===== src/rtl/rob.sv =====
// Reorder buffer: keeps in-flight instructions in program order and retires the
// oldest completed one per cycle into the architectural map and free list.
module rob #(
    parameter  int ROB_DEPTH = 32,
    localparam int IDX_W     = $clog2(ROB_DEPTH)
) (
    input  logic             clk,
    input  logic             rst,
    input  logic             dispatch_en_i,
    input  logic [4:0]       dispatch_areg_i,
    input  logic [5:0]       dispatch_preg_i,
    input  logic [5:0]       dispatch_old_preg_i,
    output logic [IDX_W-1:0] dispatch_idx_o,
    input  logic             cdb_en_i,
    input  logic [IDX_W-1:0] cdb_idx_i,
    input  logic             flush_i,
    output logic             retire_en_o,
    output logic [4:0]       retire_areg_idx_o,
    output logic [5:0]       retire_preg_o,
    output logic [5:0]       retire_old_preg_o,
    output logic             full_o,
    output logic             empty_o
);
    localparam logic [IDX_W:0] FULL_CNT = (IDX_W+1)'(ROB_DEPTH);

    logic [4:0]           areg_q     [ROB_DEPTH];
    logic [5:0]           preg_q     [ROB_DEPTH];
    logic [5:0]           old_preg_q [ROB_DEPTH];
    logic [ROB_DEPTH-1:0] done_q, done_d;

    logic [IDX_W-1:0] head_q, head_d;
    logic [IDX_W-1:0] tail_q, tail_d;
    logic [IDX_W:0]   count_q, count_d;

    logic             dispatch_accept;
    logic             cdb_accept;
    logic [IDX_W-1:0] cdb_offset;

    assign full_o         = (count_q == FULL_CNT);
    assign empty_o        = (count_q == '0);
    assign dispatch_idx_o = tail_q;

    assign retire_en_o       = ~empty_o & done_q[head_q];
    assign retire_areg_idx_o = areg_q[head_q];
    assign retire_preg_o     = preg_q[head_q];
    assign retire_old_preg_o = old_preg_q[head_q];

    assign dispatch_accept = dispatch_en_i & ~full_o & ~flush_i;

    // Completions only count for live entries: distance from head must be below count.
    assign cdb_offset = cdb_idx_i - head_q;
    assign cdb_accept = cdb_en_i & ~flush_i & ({1'b0, cdb_offset} < count_q);

    // The tail is never inside the live window while a dispatch is accepted,
    // so a completion and an allocation can never target the same entry.
    for (genvar gi = 0; gi < ROB_DEPTH; gi++) begin : g_done
        assign done_d[gi] = (cdb_accept && cdb_idx_i == IDX_W'(gi)) ? 1'b1 :
                            (dispatch_accept && tail_q == IDX_W'(gi)) ? 1'b0 :
                            done_q[gi];
    end

    always_comb begin
        head_d  = head_q;
        tail_d  = tail_q;
        count_d = count_q + (IDX_W+1)'(dispatch_accept) - (IDX_W+1)'(retire_en_o);
        if (retire_en_o) begin
            head_d = head_q + IDX_W'(1);
        end
        if (dispatch_accept) begin
            tail_d = tail_q + IDX_W'(1);
        end
    end

    always_ff @(posedge clk) begin
        if (rst || flush_i) begin
            head_q  <= '0;
            tail_q  <= '0;
            count_q <= '0;
            done_q  <= '0;
        end else begin
            head_q  <= head_d;
            tail_q  <= tail_d;
            count_q <= count_d;
            done_q  <= done_d;
        end
    end

    // Payload needs no reset: an entry is only read once it has been dispatched.
    always_ff @(posedge clk) begin
        if (!rst && dispatch_accept) begin
            areg_q[tail_q]     <= dispatch_areg_i;
            preg_q[tail_q]     <= dispatch_preg_i;
            old_preg_q[tail_q] <= dispatch_old_preg_i;
        end
    end

endmodule


===== config.mk =====
export PLATFORM = sky130hd
export DESIGN_NAME = rob
export DESIGN_NICKNAME = d
export VERILOG_FILES = /design/src/rtl/rob.sv
export SDC_FILE = /design/constraint.sdc
export NUM_CORES = 1
export LEC_CHECK = 0
export ABC_AREA = 1
export CORE_MARGIN = 2
export CORE_UTILIZATION = 30
export CTS_BUF_LIST = sky130_fd_sc_hd__clkbuf_4
export DETAILED_ROUTE_END_ITERATION = 8
export GPL_ROUTABILITY_DRIVEN = 0
export PLACE_DENSITY_LB_ADDON = 0.2
export SYNTH_ARGS = -nofsm -noshare
export SYNTH_HDL_FRONTEND = slang
export SYNTH_SLANG_ARGS = --single-unit

===== constraint.sdc =====
create_clock -name clk -period 3.5 [get_ports clk]
set_clock_uncertainty 0.15 [all_clocks]
set_input_delay 0.7 -clock clk [delete_from_list [all_inputs] [get_ports clk]]
set_output_delay 0.7 -clock clk [all_outputs]
set_load 0.1 [all_outputs]

# After elaboration in Yosys (flattened, before gate mapping)
# Memories as Yosys holds them, arrays and structs flattened. A register that Yosys moved wholly into a read port is not among the register bits.
# Index checks and enable logic that the tools add are counted.
[word_totals]
register_bits = 48
latchBits = 0
ramBits = 544
mem_bits_ro = 0
in_bits = 27
out_inout_bits = 25
word_cells = 292
memories = 3
[mem_list]
columns = ["memory", "words", "word_bits", "read_ports", "rd_clocked_by_memory_dff", "wr", "line", "rtl"]
rows = [
  ["old_preg_q", 32, 6, 1, 1, 1, "28", "logic [5:0] old_preg_q [ROB_DEPTH];"],
  ["preg_q", 32, 6, 1, 1, 1, "27", "logic [5:0] preg_q [ROB_DEPTH];"],
  ["areg_q", 32, 5, 1, 1, 1, "26", "logic [4:0] areg_q [ROB_DEPTH];"],
]
[op_classes]
addsub = 5
multipliers = 0
div = 0
n_lt_le_gt_ge = 2
n_eq_ne = 63
shift = 0
mux = 74
n_bitwise = 8
reduce_logical = 102
[ops]
columns = ["operator", "n"]
rows = [
  ["$eq 5x5->1 const B", 32],
  ["$eq 5x4->1 const B", 16],
  ["$mux 1", 67],
  ["$logic_and 1x1->1", 65],
  ["$reduce_bool 2->1", 32],
  ["$eq 5x3->1 const B", 8],
  ["$mux 5", 6],
  ["$eq 5x2->1 const B", 4],
  ["$add 5x1->5 const B", 2],
  ["$eq 5x1->1 const B", 2],
  ["$logic_not 5->1", 2],
  ["$add 6x1->6", 1],
  ["$eq 6x6->1 const B", 1],
  ["$logic_not 6->1", 1],
  ["$lt 5x6->1", 1],
  ["$lt 5x6->1 const B", 1],
  ["$sub 6x1->6", 1],
  ["$and 1x1->1", 5],
  ["$bmux 1 s5", 1],
  ["$sub 5x5->5", 1],
  ["$not 1->1", 3],
  ["$logic_not 1->1", 1],
  ["$logic_or 1x1->1", 1],
]

# Depth between registers and ports, before layout
# Gate-level depths: netlist of the first run.
[depth]
ltp_word = 7
mapped_depth = 19
ltp_nobuf = 18

# Least setup slack after synthesis of the first run
# Ideal clock, no wire load.
[synth_path]
path_kind = "reg2reg"
startpoint = "register tail_q[1] (netlist: dispatch_idx_o[1])"
endpoint = "memory areg_q[15][0] (enable)"
setup_ns = 0.435
arrival_ns = 3.224
required_ns = 2.915
slack_ns = -0.309
stages_incl_launch_ff = 4
path_buffers = 0
period_less_slack_ns = 3.809
cell_sequence = "dfxtp_1 ha_1 inv_1 nor4_1"
[synth_lines]
columns = ["item", "line", "rtl"]
rows = [
  ["start, declared", "32", "logic [IDX_W-1:0] tail_q, tail_d;"],
  ["start signal, assigned", "82", "tail_q <= tail_d;"],
  ["end, declared", "26", ""],
]
# No word-level cell before the write port.

==> results of run 1 <==
routing by layer:
| metal | GRT usage, % | up-vias | wire [µm] |
|---|---|---|---|
| met3 | 3.768 | 97 | 5348 |
| li1 | - | 8053 | - |
| met4 | 5.805 | 0 | 1468 |
| met1 | 26.14 | 8986 | 36440 |
| met2 | 30.19 | 656 | 38010 |
| met5 | 0 | - | 0 |
cell families (layout without fill, tap and decap cells):
| logic type | Yosys count | in the layout |
|---|---|---|
| flops | 597 | 597 |
| other cells | 0 | 2 |
| compound gates | 496 | 496 |
| buf+inv | 210 | 553 |
| fa+ha+maj | 26 | 26 |
| simple gates | 701 | 701 |
| xor+xnor | 4 | 4 |
worst paths after layout:
| check | slack [ps] | depth (start not counted) | from | to |
|---|---|---|---|---|
| setup reg to reg | 370 | 19 | head_q[0]$_SDFFE_PP0N_ | count_q[4]$_SDFF_PP0_ |
| setup / recovery | -200 | 10 | flop | retire_old_preg_o[3] |
| hold reg to reg | 320 | 2 | done_q[28]$_SDFFE_PP0P_ | done_q[28]$_SDFFE_PP0P_ |
| hold / removal | 280 | 3 | dispatch_en_i | dispatch_idx_o[0]$_SDFFE_PP0P_ |
per-stage QoR:
step	instance area, µm²	power [W]	setup WS (ps)
2_1_floorplan	24530	0.008096	-308.6
3_3_place_gp	27220	0.008324	-3.058
3_5_place_dp	27220	0.008332	-22.48
4_1_cts	30500	0.01438	-280.8
5_1_grt	30820	0.01479	-354.8
6_report	30820	0.01422	-197.8
cells in the mapped netlist, types with 7 or more instances:
cell      instances  share of area (%)
dfxtp_1          53                4.3
nor2_1          365                5.6
buf_2            34               0.69
o22ai_1          22               0.56
o21ai_1          27               0.55
nand3_1         108                2.2
nand4_1           8               0.20
clkbuf_1         77                1.2
nand2_1         204                3.1
nor3_1            7               0.14
o211ai_1         10               0.31
edfxtp_1        544                 67
o221ai_1        112                4.0
buf_6            14               0.64
o21ai_0         271                5.5
ha_1             24                1.2
a21oi_1          49                1.0
inv_1            68                1.0
flip-flops by register name (all words and copies together), names as in the netlist, named ones only:
signal,count
dispatch_idx_o,5
areg_q,160
done_q,32
preg_q,192
count_q,6
head_q,5
old_preg_q,192
layout make-up:
cell class | instances | area [µm²] | area share, %
timing repair buffer | 206 | 3181 | 10.32
inverter | 76 | 337.8 | 1.096
timing repair inverter | 4 | 48.80 | 0.1583
clock inverter | 37 | 220.2 | 0.7145
multi-input combinational | 1227 | 6560 | 21.29
antenna | 2 | 5.005 | 0.01624
sequential | 597 | 17410 | 56.50
tap | 1060 | 1326 | 4.303
clock buffer | 230 | 1727 | 5.602
critical path, cell delays in order, from the launching register on:
cell      delay (ps)
dfxtp_4          380
buf_12           170
inv_16           140
buf_16           160
nor2_1            50
o221ai_1         210
o211ai_1         130
nand2_1          170
nand2_1          120
nand2_2          160
buf_12           190
power breakdown:
part	switching (W)	internal (W)	total, W
Combinational	0.000291	0.000108	0.000399
Clock	0.00295	0.00309	0.00604
Sequential	0.00000526	0.00778	0.00778
timing repair:
item                                    4_1_cts  5_1_grt
gates resized for setup                     133       66
setup buffers                                22       11
pin swaps                                    55       50
hold buffers                                  0        0
endpoints found under the setup margin       18       18
gates cloned                                 26        6
==> impl_results.md, run 1 <==
* Final Max Tran Viols at 0
* Initial antenna violation count at 2
* Mean post-synth cell area at between 10 and 15 µm²
* Ys async rst share at 0%
* CP Launch Type: flop
* Via count at 17792
* Commonest non-fill, non-tap cells in the layout: 544 x edfxtp_1, 335 x nor2_1, 230 x clkbuf_4
* Port buffer count at just over 50
* TritonCTS clock tree: done
* Post-Synth Adder-Cell Area at between 1 and 1.5%
* Post-synth EDFFs at around 540
* GR Overflow Total at 0
* Worst-path maximum fanout at 12
* Row cnt at 104
* Largest family of logic cells by synthesized area: compound AO/OA/AOI/OAI gates
* Failing checks: negative setup slack
* H-tree levels at 4
* Distinct cells, synth at 36
* Largest net degree at the start of global routing at 58
* Synthesized flop and latch total at just under 600
* Most common cell after layout, fill and taps aside: edfxtp_1
* Fin crit period at ~3700 ps
* Post-Synth Simple-Gate Area at around 12%
* P_leak at ~10 nW
* Post-route ant nets at 0
* CP Capture Type: primary output
* Nets at 2323
* Final Hold Viols at 0
* Final worst-path cycle share at 105.7%
* Synth warn at 0
* Initial Util at just over 30%
* Max-Slew Margin vs Limit at between 40% and 50%
* Final WS setup at -197.8 ps
* RSZ-0062 raised after global routing: true
* Gr usage total at a little under a fifth
* Die height at between 200 and 300 µm
* Total CTS buffers at between 150 and 200
* Clock latency on the worst-skew pair at about 980 ps
* Layout Utilization at approximately two fifths
* Die Span X at around 290 µm
* Placed Cells at a little over 3000
* Setup CP Type: flop to primary output
* Syn Nets at 2087
* Seq/Total Area, Yosys at between 70% and 80%
* Die area at 0.08407 mm²
* DRC viols at 0
* First-pass GRT wire length at 118000 µm
* Layout cells sized above 1 at 23.14%
* Mux cell area share after synthesis at 0%
* Total clock sinks at roughly 600
* Post-DP HPWL at 41160 µm
* Max-cap viol count at 0
* Vias in the first global route at approximately 18000
* Fmax at between 200 and 300 MHz
* TritonRoute pass-1 iters at 6
* # IOs at 52
* Clk buf depth at 3
* Area grow syn2layout at 25.64%
* Drt wl/cell at 23.63 µm
* Mapped Area at 0.02453 mm²
* Setup_tns at -2495 ps
* Xor/xnor share of the synthesized area at less than 1%
* Worst-margin pin slew at 880.1 ps
* Hold_ws at ~280 ps
* CP required at between 2000 and 3000 ps
* Via density at 5.174
* Initial drt markers at ~1700
* Mapped Cells at 2034
* Fill cell count at slightly below 8000
* PwrDens at 461.3 mW/mm²
* Top_reg_cell synth: edfxtp_1
* Root Buffer: clkbuf_4
* Setup violators final at 17
* Routed WL at roughly 81000 µm
* Worst-path clk slew at roughly 60 ps
* CP Data Arrival Time at about 2900 ps
* Fraction of the mapped netlist area in compound gates at 12.11%
* Layout Cells excl Fill at between 3000 and 4000
* Maximum VDD drop at 0.2166 mV
* Core ar. at roughly 0.08 mm²
* Worst hold path class: primary input to flop
* Status: finished with violations
(Power assumes the default switching activity.)
==> run 2, diff against run 1 <==
--- a/config.mk
+++ b/config.mk
@@ -6,12 +6,14 @@
 export NUM_CORES = 1
 export LEC_CHECK = 0
 export ABC_AREA = 1
+export CAP_MARGIN = 5
 export CORE_MARGIN = 2
 export CORE_UTILIZATION = 30
 export CTS_BUF_LIST = sky130_fd_sc_hd__clkbuf_4
 export DETAILED_ROUTE_END_ITERATION = 8
 export GPL_ROUTABILITY_DRIVEN = 0
 export PLACE_DENSITY_LB_ADDON = 0.2
+export SKIP_LAST_GASP = 1
 export SYNTH_ARGS = -nofsm -noshare
 export SYNTH_HDL_FRONTEND = slang
 export SYNTH_SLANG_ARGS = --single-unit
==> run 2 against run 1 <==
The flow still finishes with violations (negative setup slack). Sequential share of layout area down 0.41 points. Count of clock-buffer cells in the layout is the same. Via count rose by 0.81%. Critical path type unchanged. Largest power group unchanged.
==> impl_results.md, run 2 (same netlist as run 1, synthesis figures left out) <==
* Clock latency on the worst-skew pair at 980 ps
* Post-route ant nets at 0
* Largest registers: old_preg_q: 192 flops, preg_q: 192 flops, areg_q: 160 flops
* TritonRoute pass-1 iters at 5
* Maximum VDD drop at roughly 0.23 mV
* Reg-to-Reg Start: head_q[0]$_SDFFE_PP0N_
* Worst hold path class: primary input to flop
* Status: finished with violations
* Post-DP HPWL at slightly above 40000 µm
* First-pass GRT wire length at 117900 µm
* Initial Util at between 30 and 40%
* Gr usage total at 18.96%
* Layout Utilization at 38.48%
* Max-Slew Margin vs Limit at 42.18%
* CP required at approximately 2700 ps
* Total Power at between 0.01 and 0.015 W
* Failing checks: negative setup slack
* RSZ-0062 raised after global routing: true
* Worst-path clk slew at ~60 ps
* Worst-path maximum fanout at 7
* Worst Reg-to-Reg Cells at 19
* Root Buffer: clkbuf_4
* Fin crit period at approximately 3700 ps
* Area grow syn2layout at 26.55%
* Commonest non-fill, non-tap cells in the layout: 544 x edfxtp_1, 328 x nor2_1, 230 x clkbuf_4
* Die area at ~0.084 mm²
* Initial drt markers at ~1700
* P_leak at approximately 11 nW
* Routed WL at 81790 µm
* Post-placement cell area at ~0.027 mm²
* Most common cell after layout, fill and taps aside: edfxtp_1
* Worst-margin pin slew at around 870 ps
* Via count at between 15000 and 20000
* DRC viols at 0
* Final instance area at just over 0.03 mm²
* Clk buf depth at 3
* TritonCTS clock tree: done
* Die height at 289.9 µm
* Total CTS buffers at around 160
* Row cnt at approximately 100
* Hold Path Stages at 3
* Max-cap viol count at 0
* Core ar. at between 0.08 and 0.09 mm²
* PwrDens at about 460 mW/mm²
* Layout cells sized above 1 at ~24%
* CP Data Arrival Time at 2820 ps
* Fmax at 272.5 MHz
* Initial antenna violation count at 3
* Setup CP Type: flop to primary output
* GR Overflow Total at 0
* Hold-fix buffers, CTS at 0
* Nets at 2326
* Final WS setup at -170.3 ps
* Vias in the first global route at ~18000
* Hold_sp: dispatch_en_i
* # IOs at 52
* Largest net degree at the start of global routing at 58
* Setup violators final at 17
* Hold_ws at roughly 280 ps
* Final worst-path cycle share at 104.9%
* Final Max Tran Viols at 0
* Via density at ~5.2
* Total clock sinks at ~600
* Port buffer count at 51
* Die Span X at 289.9 µm
* H-tree levels at 4
* CP Launch Type: flop
* Drt wl/cell at 23.75 µm
* Final Hold Viols at 0
* CP Capture Type: primary output
run 2: what timing repair did:
item,in CTS,in global routing
pin swaps,55,78
setup buffers,22,9
resized for setup,117,129
cloned,26,11
endpoints found under the setup margin,18,18
run 2: through the flow:
stage,std cells,setup slack (ps),setup TNS [ps]
5_1_grt,3442,-342.7,-5511
2_1_floorplan,2034,-308.6,-10490
6_report,3444,-170.3,-2521
3_5_place_dp,3109,-22.48,-104.8
4_1_cts,3423,-285.6,-4599
3_3_place_gp,3109,-3.058,-3.058
run 2: cell type report:
class,instances,area (µm²)
timing repair buffer,208,3252
tap,1060,1326
fill,7716,49630
multi-input combinational,1227,6674
sequential,597,17410
inverter,76,347.8
antenna,4,10.01
timing repair inverter,5,72.57
clock buffer,230,1727
clock inverter,37,220.2
run 2: final timing paths:
kind / end / slack (ps)
hold reg to reg: done_q[28]$_SDFFE_PP0P_ / 320
setup / recovery: retire_preg_o[0] / -170
setup reg to reg: count_q[4]$_SDFF_PP0_ / 360
hold / removal: dispatch_idx_o[0]$_SDFFE_PP0P_ / 280
run 2: metal layers:
layer  vias to the layer above  share of wire [%]  GRT usage (%)
met1                      9110                 45          26.21
met4                         0                1.7          5.805
met5                         -                  0              0
met3                        98                6.5          3.768
met2                       670                 47          30.09
li1                       8058                  -              -
run 2: power breakdown:
part           leakage, nW  switching (W)  total (W)  internal, W
combinational         4.03       0.000292   0.000400     0.000108
sequential            5.32     0.00000531    0.00778      0.00778
clock                 1.15        0.00295    0.00604      0.00309
run 2: critical path, stage by stage, from the launching register on:
cell and delay [ps]:
dfxtp_4 360, buf_12 180, buf_12 170, buf_16 160
o21ai_1 70, o221ai_1 230, nand3_1 140, nand2_1 120
nand2_2 90, nand2_4 130, buf_12 170
